===== config.mk =====
export PLATFORM = sky130hd
export DESIGN_NAME = mul_div_unit
export DESIGN_NICKNAME = d
export VERILOG_FILES = /design/src/rtl/mul_div_unit.sv
export SDC_FILE = /design/constraint.sdc
export NUM_CORES = 1
export LEC_CHECK = 0
export CAP_MARGIN = 20
export CELL_PAD_IN_SITES_DETAIL_PLACEMENT = 0
export CELL_PAD_IN_SITES_GLOBAL_PLACEMENT = 1
export CORE_UTILIZATION = 25
export CTS_CLUSTER_DIAMETER = 80
export CTS_CLUSTER_SIZE = 20
export DETAILED_ROUTE_END_ITERATION = 10
export PLACE_DENSITY = 0.63
export SLEW_MARGIN = 20
export SYNTH_ARGS = -nofsm -noshare
export SYNTH_HDL_FRONTEND = slang
export SYNTH_SLANG_ARGS = --single-unit

===== constraint.sdc =====
create_clock -name clk -period 2.9 [get_ports clk]
set_input_delay 0.58 -clock clk [delete_from_list [all_inputs] [get_ports clk]]
set_output_delay 0.58 -clock clk [all_outputs]
set_load 0.05 [all_outputs]

===== src/rtl/mul_div_unit.sv =====
// mul_div_unit
// Iterative multiply/divide unit that produces the HI/LO pair for the MIPS
// mult, multu, div, divu, mthi and mtlo instructions. It sits beside the ALU
// in EX and uses a start/busy/done handshake. A multiply or divide takes
// 34 busy cycles: PREP (1 cycle), RUN (WIDTH cycles) and FIX (1 cycle).
// Multiply is radix-2 shift-add and divide is restoring. Both work on the
// operand magnitudes, and the sign is fixed up at the end.
//
// Ports:
//   clk     in   rising-edge clock
//   rst_n   in   synchronous active-low reset
//   Start   in   sample MDUCtl/A/B at this edge when idle
//   MDUCtl  in   000 mult, 001 multu, 010 div, 011 divu, 100 mthi, 101 mtlo
//   A       in   rs operand (multiplicand / dividend / mthi-mtlo source)
//   B       in   rt operand (multiplier / divisor)
//   Busy    out  iterative operation in progress
//   Done    out  one-cycle pulse, Hi/Lo hold a new result
//   Hi      out  HI register
//   Lo      out  LO register
module mul_div_unit #(
    parameter int                 WIDTH     = 32,
    parameter logic [WIDTH-1:0]   DIVZ_QUOT = {WIDTH{1'b1}}
) (
    input  logic             clk,
    input  logic             rst_n,
    input  logic             Start,
    input  logic [2:0]       MDUCtl,
    input  logic [WIDTH-1:0] A,
    input  logic [WIDTH-1:0] B,
    output logic             Busy,
    output logic             Done,
    output logic [WIDTH-1:0] Hi,
    output logic [WIDTH-1:0] Lo
);

    localparam int W2 = 2 * WIDTH;
    localparam int CW = $clog2(WIDTH);
    localparam logic [CW-1:0] LAST_ITER = CW'(WIDTH - 1);

    typedef enum logic [1:0] {
        S_IDLE,
        S_PREP,
        S_RUN,
        S_FIX
    } state_t;

    state_t          state_q;
    logic            busy_q;
    logic            done_q;
    logic [WIDTH-1:0] hi_q;
    logic [WIDTH-1:0] lo_q;
    logic [CW-1:0]   cnt_q;
    logic            is_div_q;
    logic            is_signed_q;
    logic [WIDTH-1:0] a_q;          // raw A, also the Hi value on divide by zero
    logic [WIDTH-1:0] b_q;
    // mag_q holds the multiplicand for a multiply or the divisor for a divide.
    logic [WIDTH-1:0] mag_q;
    // acc_q is the product accumulator for a multiply, or {remainder, quotient}
    // for a divide.
    logic [W2-1:0]   acc_q;
    logic            neg_main_q;   // product / quotient sign
    logic            neg_rem_q;    // remainder sign
    logic            divz_q;

    logic [WIDTH-1:0] mag_a_d;
    logic [WIDTH-1:0] mag_b_d;
    logic [WIDTH:0]   mul_sum_d;
    logic [W2-1:0]    mul_acc_d;
    logic [WIDTH:0]   rem_sh_d;
    logic [WIDTH-1:0] rem_diff_d;
    logic [W2-1:0]    div_acc_d;
    logic [W2-1:0]    prod_fix_d;
    logic [WIDTH-1:0] quot_fix_d;
    logic [WIDTH-1:0] rem_fix_d;

    always_comb begin
        mag_a_d = (is_signed_q && a_q[WIDTH-1]) ? -a_q : a_q;
        mag_b_d = (is_signed_q && b_q[WIDTH-1]) ? -b_q : b_q;

        // Multiply step: conditionally add the multiplicand into the upper
        // half (keeping the carry), then shift the whole accumulator right.
        mul_sum_d = {1'b0, acc_q[W2-1:WIDTH]} + {1'b0, mag_q};
        if (acc_q[0]) begin
            mul_acc_d = {mul_sum_d, acc_q[WIDTH-1:1]};
        end else begin
            mul_acc_d = {1'b0, acc_q[W2-1:1]};
        end

        // Divide step: the shifted partial remainder can need WIDTH+1 bits.
        // When the trial subtract succeeds, the difference is below the
        // divisor, so the low WIDTH bits of the subtraction are exact.
        rem_sh_d   = {acc_q[W2-1:WIDTH], acc_q[WIDTH-1]};
        rem_diff_d = rem_sh_d[WIDTH-1:0] - mag_q;
        if (rem_sh_d >= {1'b0, mag_q}) begin
            div_acc_d = {rem_diff_d, acc_q[WIDTH-2:0], 1'b1};
        end else begin
            div_acc_d = {rem_sh_d[WIDTH-1:0], acc_q[WIDTH-2:0], 1'b0};
        end

        prod_fix_d = neg_main_q ? -acc_q : acc_q;
        quot_fix_d = neg_main_q ? -acc_q[WIDTH-1:0] : acc_q[WIDTH-1:0];
        rem_fix_d  = neg_rem_q ? -acc_q[W2-1:WIDTH] : acc_q[W2-1:WIDTH];
    end

    always_ff @(posedge clk) begin
        if (!rst_n) begin
            state_q     <= S_IDLE;
            busy_q      <= 1'b0;
            done_q      <= 1'b0;
            hi_q        <= '0;
            lo_q        <= '0;
            cnt_q       <= '0;
            is_div_q    <= 1'b0;
            is_signed_q <= 1'b0;
            a_q         <= '0;
            b_q         <= '0;
            mag_q       <= '0;
            acc_q       <= '0;
            neg_main_q  <= 1'b0;
            neg_rem_q   <= 1'b0;
            divz_q      <= 1'b0;
        end else begin
            done_q <= 1'b0;
            case (state_q)
                S_IDLE: begin
                    if (Start) begin
                        case (MDUCtl)
                            3'b000, 3'b001, 3'b010, 3'b011: begin
                                is_div_q    <= MDUCtl[1];
                                is_signed_q <= ~MDUCtl[0];
                                a_q         <= A;
                                b_q         <= B;
                                busy_q      <= 1'b1;
                                state_q     <= S_PREP;
                            end
                            3'b100:  hi_q <= A;
                            3'b101:  lo_q <= A;
                            default: ;
                        endcase
                    end
                end
                S_PREP: begin
                    // For a multiply, the low half of the accumulator starts
                    // with the multiplier. For a divide, it starts with the
                    // dividend. The upper half always starts cleared.
                    if (is_div_q) begin
                        mag_q <= mag_b_d;
                        acc_q <= {{WIDTH{1'b0}}, mag_a_d};
                    end else begin
                        mag_q <= mag_a_d;
                        acc_q <= {{WIDTH{1'b0}}, mag_b_d};
                    end
                    neg_main_q <= is_signed_q & (a_q[WIDTH-1] ^ b_q[WIDTH-1]);
                    neg_rem_q  <= is_signed_q & a_q[WIDTH-1];
                    divz_q     <= is_div_q & (b_q == '0);
                    cnt_q      <= '0;
                    state_q    <= S_RUN;
                end
                S_RUN: begin
                    acc_q <= is_div_q ? div_acc_d : mul_acc_d;
                    cnt_q <= cnt_q + 1'b1;
                    if (cnt_q == LAST_ITER) begin
                        state_q <= S_FIX;
                    end
                end
                S_FIX: begin
                    if (divz_q) begin
                        lo_q <= DIVZ_QUOT;
                        hi_q <= a_q;
                    end else if (is_div_q) begin
                        lo_q <= quot_fix_d;
                        hi_q <= rem_fix_d;
                    end else begin
                        hi_q <= prod_fix_d[W2-1:WIDTH];
                        lo_q <= prod_fix_d[WIDTH-1:0];
                    end
                    busy_q  <= 1'b0;
                    done_q  <= 1'b1;
                    state_q <= S_IDLE;
                end
                default: state_q <= S_IDLE;
            endcase
        end
    end

    assign Busy = busy_q;
    assign Done = done_q;
    assign Hi   = hi_q;
    assign Lo   = lo_q;

endmodule

==> run summary <==
reg2reg setup slack: -0.14 ns
CTS sink cnt: 238
core area: 68800 um^2
hold bufs inserted after CTS: 0
CTS H-tree depth: 1
clk_skew: 0.0561 ns
min-delay src: Lo[8]
design area: 25000 um^2
global-route wire length before repair: 123000 um
proportion of layout cells with a drive suffix above 1: 26.4%
failing checks: setup timing
DR pass1 iterations: 5
DIE HEIGHT: 266 um
maximum clock frequency: 0.329 GHz
die area: 71000 um^2
CP endpoint kind: flip-flop
Mapped Cells: 2316
worst skew pair latency: 0.60 ns
largest family of logic cells by synthesized area: compound AO/OA/AOI/OAI gates
initial antenna violation count: 1
GRT Util Overall: 22.8%
Max Cap Viol: 0
Via Count: 19800
Fin Hold WS: 0.458 ns
Post-Synth XOR/XNOR Area: 8.22%
final layout net count: 2898
Static Leak: 10.0 nW
Cell variety after synth: 84
Yosys top cell by area: dfxtp_1
Synth warnings: 0
Synth Area in Compound Gates: 25.2%
vias in the first global route: 18800
hold path depth: 2
Fillers: 7193
fin. max-slew vios: 0
top cells by area, synth: dfxtp_1, a21oi_1, nand2_1
Num CTS Buffers: 23
area share of the largest cell type after synthesis: 27.3%
Post-Synthesis Net Count: 2463
CTS tree: yes
Seq/Total Area, Yosys: 27.3%
reg2reg start: acc_q[3]
DRT Wirelength: 84200 um
Final WS setup: -0.139 ns
Worst Setup Path Type: flip-flop to flip-flop
Required @ worst endpoint: 3.36 ns
DP Worst Slack: -0.424 ns
vias per cell: 5.35
Min-Delay Path Class: flip-flop to flip-flop
Worst Hold End: Lo[8]
syn_area_per_cell: 7.55 um^2
adder-cell area share of the yosys netlist: 5.60%
worst r2r path cells: 12
CP max FO: 6
Post-DRT Antenna Nets: 0
Post-synth top cells: nand2_1, a21oi_1, dfxtp_1
status: complete, but fails checks
Netlist Area Pre-Place: 17500 um^2
Slew @ Worst Pin: 1.09 ns
clk buf depth: 3
Power Density: 819 nW/um^2
Main synth FF type: dfxtp_1
Tcrit/Tclk final: 105%
Critical Path AT: 3.50 ns
Rel. slew slack: 27.5%
FFs w/ async S/R, synth: 0%
DR WL/cell: 22.7 um
Clock Tree Root: clkbuf_16
most frequent cell after synthesis: nand2_1
row count: 96
Detailed Route Iter0 Violations: 2011
critical path startpoint category: flip-flop
Reg clk slew, reported paths: 0.08 ns
I/O pins: 136
CP Launch Point: acc_q[3]
register bit total from synthesis: 238
Post-synth EDFFs: 0
Synth-to-Final Area Change: 43.2%
count of final setup violators: 21
Placed Area: 22500 um^2
drt drc: 0
largest net degree at the start of global routing: 106
Port Buf Inserts: 135
Initial Util: 25.4%
Final HPWL DP: 65100 um
GRT overflow: 0
Post-Synth Simple-Gate Area: 21.5%
gpl congestion: 0.956
RSZ-0062 raised after global routing: yes
Die Width: 266 um
R2R Path End: Hi[31]
post-synthesis mux area share: 6.94%
final hold violations: 0
post-route minimum period: 3.04 ns
VDD IR max: 697 uV
area by class of cell:
class	instances	area [um^2]	area share, %
diodes	1	2.50	0.0100
clock buffers	24	589	2.35
clock inverters	18	241	0.965
inverters	77	297	1.18
multi-input cells	1837	13000	52.1
flip-flops and latches	238	4800	19.2
well taps	931	1160	4.65
repair buffers	574	4890	19.5
placed cells by master (no fill, tap or decap), drive strengths merged, types with 70 or more instances in the layout:
master and n:
buf 438, nand2 322, a21oi 244, dfxtp 238, nor2 208, clkdlybuf4s50 134
o21ai 128, xnor2 94, inv 84, ha 75, xor2 70
state kept, by name (all words and copies together) (netlist names), 2 cells and up:
register and flops:
Hi 32, state_q 2, mag_q 32, a_q 32, acc_q 64, b_q 32
Lo 32, cnt_q 5
per-stage QoR:
stage | cells | utilization (%) | setup TNS [ns] | total power, mW
after floorplan | 2316 | - | 0 | 9.82
final | 3700 | 36.4 | -1.38 | 20.5
after detailed placement | 3618 | 32.7 | -5.84 | 14.6
after global placement | 3618 | 32.7 | -4.81 | 14.6
after CTS | 3671 | 34.8 | -0.732 | 18.7
after global routing | 3699 | 36.4 | -4.85 | 21.6
layer usage:
metal	part of all wire, %	vias to the layer above	GRT usage (%)
met3	6.9	143	3.69
met2	45	807	36.7
met1	44	9597	31.5
met5	0.013	-	0
li1	-	9235	-
met4	3.6	2	6.03
kinds of logic after synthesis:
kind of cell | Yosys count
DFF | 238
adders and majority gates | 77
and+or+nand+nor | 805
buffers and inverters | 241
xor gates and xnor gates | 164
muxes | 97
AOI/OAI and AO/OA | 694
what timing repair did:
action,4_1_cts,5_1_grt
gates resized for setup,105,175
gates cloned,0,3
setup endpoints to repair,63,64
pin swaps,50,96
buffers inserted,12,27
how the worst max path moves through the flow:
stage | end | slack [ns] | depth (start not counted)
finish | Hi[31] | -0.14 | 12
global route | Hi[16] | -0.21 | 10
CTS | Hi[2] | -0.12 | 13
detailed placement | acc_q[61] | -0.42 | 12
global placement | acc_q[61] | -0.40 | 12
floorplan | Hi[16] | 0.003 | 12
worst max-delay path, stage by stage, from the launching register on:
cell     delay [ns]
dfxtp_1        0.31
or4_4          0.57
buf_6          0.14
nor4_4         0.34
buf_4          0.20
nand4_4        0.14
o21ai_4        0.35
a31oi_4        0.15
xnor2_2        0.20
o21ai_1        0.08
mux2i_1        0.20
buf_4          0.16
a21oi_1        0.06
power breakdown:
part / switching [mW] / leakage, nW / internal (mW) / total [mW]
clock: 1.69 / 0.397 / 1.76 / 3.44
sequential: 0.364 / 1.94 / 3.67 / 4.03
combinational: 7.13 / 7.67 / 5.89 / 13.0
total: 9.18 / 10.0 / 11.3 / 20.5
No activity file was read; power rests on OpenSTA's default activity.
